File: config.mk
export PLATFORM = sky130hd
export DESIGN_NAME = ecc_wr_ctrl_64x8
export DESIGN_NICKNAME = d
export VERILOG_FILES = /design/src/rtl/ecc_wr_pkg.sv /design/src/rtl/ecc_wr_fifo.sv /design/src/rtl/ecc_wr_ctrl_64x8.sv
export SDC_FILE = /design/constraint.sdc
export NUM_CORES = 1
export LEC_CHECK = 0
export CORE_MARGIN = 10
export CORE_UTILIZATION = 54
export DETAILED_ROUTE_END_ITERATION = 16
export HOLD_SLACK_MARGIN = 0.12
export PLACE_DENSITY = 0.87
export SLEW_MARGIN = 20
export SYNTH_ARGS = -nofsm -noshare
export SYNTH_HDL_FRONTEND = slang
export SYNTH_SLANG_ARGS = --single-unit
File: constraint.sdc
create_clock -name ecc_clk -period 10.6 [get_ports ecc_clk]
set_clock_uncertainty 0.1 [all_clocks]
set_input_delay 1.06 -clock ecc_clk [delete_from_list [all_inputs] [get_ports ecc_clk]]
set_output_delay 1.06 -clock ecc_clk [all_outputs]
set_load 0.05 [all_outputs]
File: src/rtl/ecc_wr_pkg.sv
// Shared widths and the FIFO entry layout for the ECC write-path controller.
package ecc_wr_pkg;

  localparam int ECC_DW = 64;  // data bits
  localparam int ECC_CW = 8;   // check bits
  localparam int ECC_WW = 72;  // stored word: {chk, data}
  localparam int ECC_AW = 10;  // RAM address width carried with each entry

  // One queued RAM write: where it goes and the encoded word.
  typedef struct packed {
    logic [ECC_AW-1:0] addr;
    logic [ECC_CW-1:0] chk;
    logic [ECC_DW-1:0] data;
  } fifo_entry_t;

endpackage

File: src/rtl/ecc_wr_fifo.sv
// Circular buffer of encoded RAM writes with a registered occupancy count.
// Head entry is presented combinationally; a push that meets a full buffer
// (with no simultaneous pop) is dropped and latches a sticky overflow flag.
module ecc_wr_fifo
  import ecc_wr_pkg::*;
#(
  parameter int DEPTH = 4
) (
  input  logic                       ecc_clk,
  input  logic                       ecc_reset,
  input  logic                       i_push,
  input  fifo_entry_t                i_entry,
  input  logic                       i_pop,
  output fifo_entry_t                o_head,
  output logic [$clog2(DEPTH+1)-1:0] o_cnt,
  output logic                       o_empty,
  output logic                       o_ovf
);

  localparam int PW = $clog2(DEPTH);
  localparam int CW = $clog2(DEPTH + 1);

  fifo_entry_t   r_mem [DEPTH];
  logic [PW-1:0] r_wptr;
  logic [PW-1:0] r_rptr;
  logic [CW-1:0] r_cnt;
  logic          r_ovf;

  logic w_full;
  logic w_do_push;
  logic w_do_pop;

  assign w_full    = (r_cnt == CW'(DEPTH));
  assign o_empty   = (r_cnt == '0);
  assign w_do_pop  = i_pop & ~o_empty;
  // A full buffer still takes a push when the head leaves on the same edge.
  assign w_do_push = i_push & (~w_full | w_do_pop);

  assign o_head = r_mem[r_rptr];
  assign o_cnt  = r_cnt;
  assign o_ovf  = r_ovf;

  // Pointers, occupancy count and sticky overflow flag.
  always_ff @(posedge ecc_clk or posedge ecc_reset) begin
    if (ecc_reset) begin
      r_wptr <= '0;
      r_rptr <= '0;
      r_cnt  <= '0;
      r_ovf  <= 1'b0;
    end else begin
      // NOTE: sequential state uses non-blocking assignments so every register
      // samples pre-edge values regardless of statement order.
      if (w_do_push) r_wptr <= r_wptr + 1'b1;
      if (w_do_pop)  r_rptr <= r_rptr + 1'b1;
      case ({w_do_push, w_do_pop})
        2'b10:   r_cnt <= r_cnt + 1'b1;
        2'b01:   r_cnt <= r_cnt - 1'b1;
        default: r_cnt <= r_cnt;
      endcase
      if (i_push & ~w_do_push) r_ovf <= 1'b1;
    end
  end

  // Storage write; contents are qualified by the count, so no reset needed.
  // NOTE: the entry array is deliberately left out of reset so it can map to
  // plain RAM/flops without a reset tree; stale entries are never read.
  always_ff @(posedge ecc_clk) begin
    if (w_do_push) r_mem[r_wptr] <= i_entry;
  end

endmodule

File: src/rtl/ecc_wr_ctrl_64x8.sv
// Write-path controller around a 2-stage, clock-enabled 64/8 ECC encoder.
// Requests are fed to the encoder, a shadow valid/address pipe tracks them in
// lockstep, and finished words queue in a credit-protected FIFO toward RAM.
module ecc_wr_ctrl_64x8
  import ecc_wr_pkg::*;
#(
  parameter int AW         = ECC_AW,
  parameter int ENC_LAT    = 2,
  parameter int FIFO_DEPTH = 4
) (
  input  logic                ecc_clk,
  input  logic                ecc_reset,
  input  logic                in_vld,
  output logic                in_rdy,
  input  logic [AW-1:0]       in_addr,
  input  logic [ECC_DW-1:0]   in_data,
  output logic                enc_clken,
  output logic [ECC_DW-1:0]   enc_data_in,
  input  logic [ECC_DW-1:0]   enc_data_out,
  input  logic [ECC_CW-1:0]   enc_chkbits,
  output logic                mem_we,
  output logic [AW-1:0]       mem_addr,
  output logic [ECC_WW-1:0]   mem_wdata,
  input  logic                mem_rdy,
  output logic [31:0]         wr_cnt,
  output logic                ovf_err
);

  localparam int CW = $clog2(FIFO_DEPTH + 1);
  localparam int TW = $clog2(FIFO_DEPTH + ENC_LAT + 1) + 1;

  logic [ENC_LAT:1] r_vld;
  logic [AW-1:0]    r_addr [1:ENC_LAT];
  logic [31:0]      r_wr_cnt;

  logic [CW-1:0] w_fifo_cnt;
  logic          w_fifo_empty;
  logic          w_pop;
  logic          w_push;
  logic [TW-1:0] w_total;
  fifo_entry_t   w_wr_entry;
  fifo_entry_t   w_head;

  // Credits in use: queued words plus every word still inside the encoder.
  always_comb begin
    // NOTE: combinational logic uses blocking assignments and gives every
    // output a value before any loop/branch, which keeps it latch-free.
    w_total = TW'(w_fifo_cnt);
    for (int k = 1; k <= ENC_LAT; k++) begin
      w_total = w_total + TW'(r_vld[k]);
    end
  end

  // The encoder only advances when the FIFO can absorb everything in flight,
  // counting a word that leaves this cycle as already freed.
  assign w_pop       = mem_we & mem_rdy;
  assign enc_clken   = (w_total - TW'(w_pop)) < TW'(FIFO_DEPTH);
  assign in_rdy      = enc_clken;
  assign enc_data_in = in_data;

  // Shadow valid/address pipe, held whenever the encoder is held.
  always_ff @(posedge ecc_clk or posedge ecc_reset) begin
    if (ecc_reset) begin
      r_vld <= '0;
      for (int k = 1; k <= ENC_LAT; k++) r_addr[k] <= '0;
    end else if (enc_clken) begin
      r_vld[1]  <= in_vld & in_rdy;
      r_addr[1] <= in_addr;
      for (int k = 2; k <= ENC_LAT; k++) begin
        r_vld[k]  <= r_vld[k-1];
        r_addr[k] <= r_addr[k-1];
      end
    end
  end

  assign w_push           = enc_clken & r_vld[ENC_LAT];
  assign w_wr_entry.addr  = r_addr[ENC_LAT];
  assign w_wr_entry.chk   = enc_chkbits;
  assign w_wr_entry.data  = enc_data_out;

  ecc_wr_fifo #(
    .DEPTH (FIFO_DEPTH)
  ) u_fifo (
    .ecc_clk   (ecc_clk),
    .ecc_reset (ecc_reset),
    .i_push    (w_push),
    .i_entry   (w_wr_entry),
    .i_pop     (w_pop),
    .o_head    (w_head),
    .o_cnt     (w_fifo_cnt),
    .o_empty   (w_fifo_empty),
    .o_ovf     (ovf_err)
  );

  assign mem_we    = ~w_fifo_empty;
  assign mem_addr  = w_head.addr;
  assign mem_wdata = {w_head.chk, w_head.data};

  // Completed RAM writes, free-running modulo 2^32.
  always_ff @(posedge ecc_clk or posedge ecc_reset) begin
    if (ecc_reset) r_wr_cnt <= '0;
    else if (w_pop) r_wr_cnt <= r_wr_cnt + 32'd1;
  end

  assign wr_cnt = r_wr_cnt;

endmodule

==> results of run 1 <==
-- through the flow --
stage	power (uW)	worst slack, ps	util
floorplan	3901	3640	-
detailed placement	4520	4800	0.6196
global placement	4475	4999	0.6196
CTS	5849	4917	0.6635
global route	6031	4787	0.6645
finish	5786	4913	0.6645
-- registers in the layout (all words and copies together), names as in the netlist --
register / count
u_fifo.r_mem: 328
u_fifo.r_rptr: 2
u_fifo.o_cnt: 3
r_vld: 2
u_fifo.o_ovf: 1
wr_cnt: 32
u_fifo.r_wptr: 2
r_addr: 20
-- routing by layer --
metal / share of wire / track usage
met1: 0.40 / 0.2162
met2: 0.48 / 0.2722
met3: 0.090 / 0.05966
met4: 0.023 / 0.04901
met5: 0.00029 / 0
-- cell usage in the layout, fill, tap and decap left out, types with 2 or more instances in the layout --
master           synthesis  layout
inv_2                    2       3
nand3_1                  9       9
ha_1                     9       9
dfrtp_1                 62      60
a21oi_1                  4       3
nor2_1                  11       7
nor2_4                   0       4
and4_1                   3       3
buf_4                   65      11
clkinv_1                 0       6
edfxtp_1               328     328
and3_1                   3       3
clkbuf_1                 7       7
or3_1                    4       4
mux4_2                  82      82
or4_1                    2       2
nand4_1                 10      10
mux2_1                  24      24
clkdlybuf4s50_1          0     203
clkinv_4                 0       2
nand2_1                 18      18
inv_1                   17      16
xnor2_1                 31      31
clkbuf_16                0      39
clkinv_2                 0       9
bufinv_16                0       4
xor2_1                   6       6
dfrtp_4                  0       2
-- cell type report --
class / instances / area share
clock inverter: 22 / 0.01162
sequential: 390 / 0.6196
timing repair buffer: 215 / 0.1163
tap: 378 / 0.02569
multi-input combinational: 234 / 0.1683
inverter: 19 / 0.003874
antenna: 1 / 0.0001359
clock buffer: 46 / 0.05443
-- worst paths after layout --
path | from | end
max in group asynchronous | ecc_reset | u_fifo.r_wptr[1]$_DFFE_PP0P_
worst min-delay path | r_addr[11]$_DFFE_PP0N_ | r_addr[1]$_DFFE_PP0N_
worst min register to register | r_addr[11]$_DFFE_PP0N_ | r_addr[1]$_DFFE_PP0N_
min in group asynchronous | ecc_reset | r_addr[13]$_DFFE_PP0N_
worst max-delay path | mem_rdy | in_rdy
worst max register to register | u_fifo.o_cnt[1]$_DFFE_PP0P_ | u_fifo.r_mem[3][73]$_DFFE_PP_
-- cell families (layout without fill, tap and decap cells) --
group | Yosys count | after routing | share of synthesized area
adders and majority gates | 10 | 10 | 0.008778
DFF | 390 | 390 | 0.7546
and+or+nand+nor | 69 | 69 | 0.02435
buffers and inverters | 104 | 302 | 0.04265
other | 0 | 1 | 0
xor gates and xnor gates | 37 | 37 | 0.02145
AOI/OAI and AO/OA | 12 | 12 | 0.008116
muxes | 106 | 106 | 0.1401
-- power groups by stage --
stage	sequential [uW]	combinational [uW]	clock (uW)
2_1_floorplan	2180	1720	0
3_3_place_gp	2180	2290	0
3_5_place_dp	2200	2320	0
4_1_cts	2180	2330	1340
5_1_grt	2210	2420	1400
6_report	2180	2300	1310
==> results.sh, run 1 <==
export IMPL_combPwrFrac=0.397
export IMPL_dr_pass1_iters=4
export IMPL_maxCapViolCount=0
export IMPL_crit_path_top_delay_cell="clkdlybuf4s50_1"
export IMPL_syn_nets=888
export IMPL_worstPathArrival_ps=4530
export IMPL_power_switching_share=0.3689
export IMPL_endpoint_kind="output pin"
export IMPL_vdd_ir_drop_max_v=0.0001862
export IMPL_finalCritPeriodShare=0.5365
export IMPL_slew_violations=0
export IMPL_grt_ovfl_total=0
export IMPL_drive_gt1_frac=0.1803
export IMPL_netlist_area_sq_mm=0.01511
export IMPL_vias=7295
export IMPL_seq_area_frac_synth=0.7546
export IMPL_r2r_cells=11
export IMPL_clkPwrFrac=0.227
export IMPL_fillers=1763
export IMPL_hold_buffers=0
export IMPL_synth_cells=728
export IMPL_syn_avg_cell_area_sq_um=20.75
export IMPL_detail_route_antenna_nets=0
export IMPL_portBuffers=203
export IMPL_path_class="input pin to output pin"
export IMPL_min_path_type="flop to flop"
export IMPL_grt_pass1_wl_um=46830
export IMPL_cts_resized=0
export IMPL_final_seq_area_sq_mm=0.01141
export IMPL_area_delta_synth_final_pct=21.85
export IMPL_routed_via_density=5.590
export IMPL_cp_required_ps=9440
export IMPL_clkLatencyLatePin_ps=510
export IMPL_cts_setup_buffers=0
export IMPL_synth_most_common_cell="edfxtp_1"
export IMPL_core_area_sq_mm=0.02771
export IMPL_hold_ws_ps=382.2
export IMPL_slowest_delay_ps=810
export IMPL_drc_errors=0
export IMPL_clockBufferDepth=3
export IMPL_path_cells="clkdlybuf4s50_1 -> nand2_1 -> inv_1 -> ha_1 -> inv_1 -> ha_1 -> a21o_1 -> a2111oi_2 -> a21oi_2 -> buf_4 -> inv_2 -> clkdlybuf4s50_1"
export IMPL_grt_max_degree=64
export IMPL_placedCellCount=1235
export IMPL_first_global_vias=7813
export IMPL_fin_tns_setup_ps=0
export IMPL_power_switching_uw=2134
export IMPL_worstSetupStartpointType="input pin"
export IMPL_row_count=61
export IMPL_crit_cells=12
export IMPL_cts_root_buf="clkbuf_16"
export IMPL_cts_tree="yes"
export IMPL_worstMarginPinSlew_ps=1010
export IMPL_reg2reg_slack_ps=5590
export IMPL_gp_congestion=0.7830
export IMPL_yosysUniqueCellTypes=40
export IMPL_max_freq_mhz=175.8
export IMPL_dieArea_sq_mm=0.03507
export IMPL_finalNonFillerCells=1305
export IMPL_cts_clk_slew_worst_paths_ps=60
export IMPL_finalWirelength_um=30530
export IMPL_path_buf_inv=6
export IMPL_fp_dieH_um=187.3
export IMPL_period_needed_ps=5687
export IMPL_setup_viol=0
export IMPL_rsz0062_at_grt="no"
export IMPL_final_nets=1058
export IMPL_place_hpwl_um=18560
export IMPL_multi_input_area_sq_mm=0.003098
export IMPL_synth_edf_count=328
export IMPL_boundaryPins=332
export IMPL_final_cell_area_sq_mm=0.01841
export IMPL_p_int_uw=3651
export IMPL_min_path_cells=1
export IMPL_drt_iter0_drc=448
export IMPL_synth_top_area_share=0.6519
export IMPL_post_synth_top_area_cell="edfxtp_1"
export IMPL_synth_async_reset_ratio=0.1590
export IMPL_slew_limit_headroom=0.3250
export IMPL_wl_per_cell_um=23.39
export IMPL_leakage_uw=0.006208
export IMPL_dpl_cell_area_sq_mm=0.01717
export IMPL_powerDensity_mw_per_mm2=314.3
export IMPL_crit_fanout=23
export IMPL_die_width_um=187.3
export IMPL_crit_family="buffers and inverters"
export IMPL_cts_buffers=38
export IMPL_start_util=0.5454
export IMPL_clkSinkCount=390
export IMPL_status="complete, no violations"
export IMPL_synth_common_cells="edfxtp_1 (328), mux4_2 (82), buf_4 (65), dfrtp_1 (62), xnor2_1 (31)"
export IMPL_pwr_share_seq=0.376
export IMPL_antenna_found_initial=2
export IMPL_synth_area_leaders="edfxtp_1 (65%), mux4_2 (12%), dfrtp_1 (10%), buf_4 (3.2%), xnor2_1 (1.8%)"
export IMPL_h_tree_depth=2
export IMPL_grt_usage=0.1701
export IMPL_hold_violations=0
export IMPL_ys_ff_latch=390
export IMPL_ys_warnings_count=0
export IMPL_synth_flop_cell="edfxtp_1"
No activity file was read; power rests on OpenSTA's default activity.
==> run 2, diff against run 1 <==
--- a/config.mk
+++ b/config.mk
@@ -6,10 +6,10 @@
 export NUM_CORES = 1
 export LEC_CHECK = 0
 export CORE_MARGIN = 10
-export CORE_UTILIZATION = 54
+export CORE_UTILIZATION = 46
 export DETAILED_ROUTE_END_ITERATION = 16
 export HOLD_SLACK_MARGIN = 0.12
-export PLACE_DENSITY = 0.87
+export PLACE_DENSITY = 0.79
 export SLEW_MARGIN = 20
 export SYNTH_ARGS = -nofsm -noshare
 export SYNTH_HDL_FRONTEND = slang
==> constraint.sdc (replaced) <==
create_clock -name ecc_clk -period 4.6 [get_ports ecc_clk]
set_clock_uncertainty 0.1 [all_clocks]
set_input_delay 0.46 -clock ecc_clk [delete_from_list [all_inputs] [get_ports ecc_clk]]
set_output_delay 0.46 -clock ecc_clk [all_outputs]
set_load 0.05 [all_outputs]
==> results.sh, run 2 (synthesis results as in run 1) <==
export IMPL_cts_tree="yes"
export IMPL_pwr_share_seq=0.374
export IMPL_die_width_um=201.2
export IMPL_crit_cells=11
export IMPL_h_tree_depth=2
export IMPL_dpl_cell_area_sq_mm=0.01733
export IMPL_highest_layer="met5"
export IMPL_setup_viol=0
export IMPL_dr_pass1_iters=5
export IMPL_grt_ovfl_total=0
export IMPL_finalWirelength_um=30520
export IMPL_drive_gt1_frac=0.1812
export IMPL_gp_congestion=0.7674
export IMPL_endpoint_kind="output pin"
export IMPL_final_cell_mix="edfxtp_1 (328), clkdlybuf4s50_1 (201), mux4_2 (82)"
export IMPL_final_common_cell="edfxtp_1"
export IMPL_grt_pass1_wl_um=47080
export IMPL_max_freq_mhz=240.8
export IMPL_path_class="flop to output pin"
export IMPL_path_buf_inv=4
export IMPL_cts_clk_slew_worst_paths_ps=60
export IMPL_final_cell_area_sq_mm=0.01864
export IMPL_power_switching_uw=4959
export IMPL_boundaryPins=332
export IMPL_fp_dieH_um=201.2
export IMPL_detail_route_antenna_nets=0
export IMPL_dieArea_sq_mm=0.04050
export IMPL_core_area_sq_mm=0.03245
export IMPL_clkLatencyLatePin_ps=520
export IMPL_power_switching_share=0.3675
export IMPL_cts_setup_buffers=0
export IMPL_p_int_uw=8535
export IMPL_wl_met3_um=2750
export IMPL_cts_root_buf="clkbuf_16"
export IMPL_slowest_delay_ps=460
export IMPL_area_delta_synth_final_pct=23.34
export IMPL_cp_required_ps=4040
export IMPL_hold_buffers=0
export IMPL_slew_violations=0
export IMPL_worstSetupStartpointType="flop"
export IMPL_finalCritPeriodShare=0.9026
export IMPL_crit_path_top_delay_cell="dfrtp_1"
export IMPL_status="complete, no violations"
export IMPL_worstPathArrival_ps=3590
export IMPL_row_count=66
export IMPL_wl_per_cell_um=22.24
export IMPL_maxCapViolCount=0
export IMPL_path_cells="or3_4 -> nand2_1 -> inv_1 -> ha_1 -> inv_1 -> ha_1 -> a21o_1 -> a2111oi_2 -> a21oi_2 -> inv_2 -> dlymetal6s2s_1"
export IMPL_final_util=0.5742
export IMPL_antenna_found_initial=5
export IMPL_grt_usage=0.1482
export IMPL_period_needed_ps=4152
export IMPL_routed_via_density=5.241
export IMPL_crit_family="buffers and inverters"
export IMPL_fin_tns_setup_ps=0
export IMPL_vias=7191
export IMPL_combPwrFrac=0.393
export IMPL_worstMarginPinSlew_ps=719.2
export IMPL_slew_limit_headroom=0.5205
export IMPL_drt_iter0_drc=375
export IMPL_wl_met1_um=12490
export IMPL_powerDensity_mw_per_mm2=724.1
export IMPL_start_util=0.4656
export IMPL_portBuffers=203
export IMPL_met2_length_um=14600
export IMPL_r2r_cells=11
export IMPL_clkPwrFrac=0.233
export IMPL_vdd_ir_drop_max_v=0.0004592
export IMPL_clkSinkCount=390
export IMPL_largest_register="u_fifo.r_mem"
export IMPL_drc_errors=0
export IMPL_leakage_uw=0.006265
export IMPL_hold_violations=0
export IMPL_cts_buffers=39
export IMPL_grt_max_degree=83
export IMPL_rsz0062_at_grt="no"
export IMPL_final_nets=1059
export IMPL_clockBufferDepth=3
export IMPL_min_path_type="input pin to async pin"
export IMPL_place_hpwl_um=19410
export IMPL_largest_register_ffs=328
export IMPL_crit_fanout=7
export IMPL_first_global_vias=7828
run 2: cell count changes in the layout (fill, tap and decap cells not counted), sizes merged:
| cell | previous run | this run |
|---|---|---|
| clkdlybuf4s50 | 203 | 201 |
| bufinv | 4 | 5 |
| clkinvlp | 0 | 3 |
| diode | 1 | 3 |
| dlymetal6s2s | 0 | 2 |
| clkinv | 17 | 12 |
| clkbuf | 46 | 48 |
run 2: metrics by stage:
stage          instances  setup slack, ps  total power (uW)  hold slack [ps]
2_1_floorplan        728            27.53              8968            354.1
3_3_place_gp        1300            547.3             10440            361.4
3_5_place_dp        1300            538.0             10520            373.6
4_1_cts             1369            24.17             13690            158.6
5_1_grt             1369            177.5             14090            204.1
6_report            1372            448.0             13490            156.7
run 2: timing repair:
action / in CTS / in global routing
resized for setup: 0 / 2
endpoints found under the setup margin: 0 / 2
endpoints found under the hold margin: 0 / 0
run 2: per-layer routing:
metal,global-route usage,up-vias
met1,0.1874,3684
met3,0.05655,62
met4,0.04510,2
met2,0.2336,283
met5,0,-
li1,-,3160
run 2: layout make-up:
cell class,instances,area [sq um]
Multi-Input combinational cell,234,3103
Sequential cell,390,11410
Antenna cell,3,7.507
Clock buffer,48,1020
Inverter,19,71.32
Timing Repair Buffer,215,2202
Clock inverter,21,270.3
Fill cell,2383,13820
Tap cell,442,553.0
run 2: path summary, 6_finish.rpt:
path | start | end | slack [ps]
setup / recovery | u_fifo.o_cnt[1]$_DFFE_PP0P_ | in_rdy | 450
hold / removal | ecc_reset | wr_cnt[31]$_DFFE_PP0P_ | 160
setup reg to reg | u_fifo.o_cnt[1]$_DFFE_PP0P_ | u_fifo.r_mem[0][66]$_DFFE_PP_ | 610
hold reg to reg | r_addr[15]$_DFFE_PP0N_ | r_addr[15]$_DFFE_PP0N_ | 380
max in group asynchronous | ecc_reset | u_fifo.r_rptr[0]$_DFFE_PP0P_ | 3300
min in group ecc_clk | r_addr[15]$_DFFE_PP0N_ | r_addr[15]$_DFFE_PP0N_ | 380
run 2: worst register-to-register path, delay by kind of cell (launching register included):
family / cells / cell delay, ps
compound gates: 3 / 970
fa+ha+maj: 2 / 580
buf+inv: 3 / 570
flops: 1 / 460
simple gates: 3 / 810
run 2: power groups by stage:
stage / sequential, uW / clock [uW] / combinational, uW
finish: 5050 / 3140 / 5300
global placement: 5080 / 0 / 5360
detailed placement: 5130 / 0 / 5390
floorplan: 4980 / 0 / 3990
global route: 5140 / 3360 / 5600
CTS: 5070 / 3210 / 5410
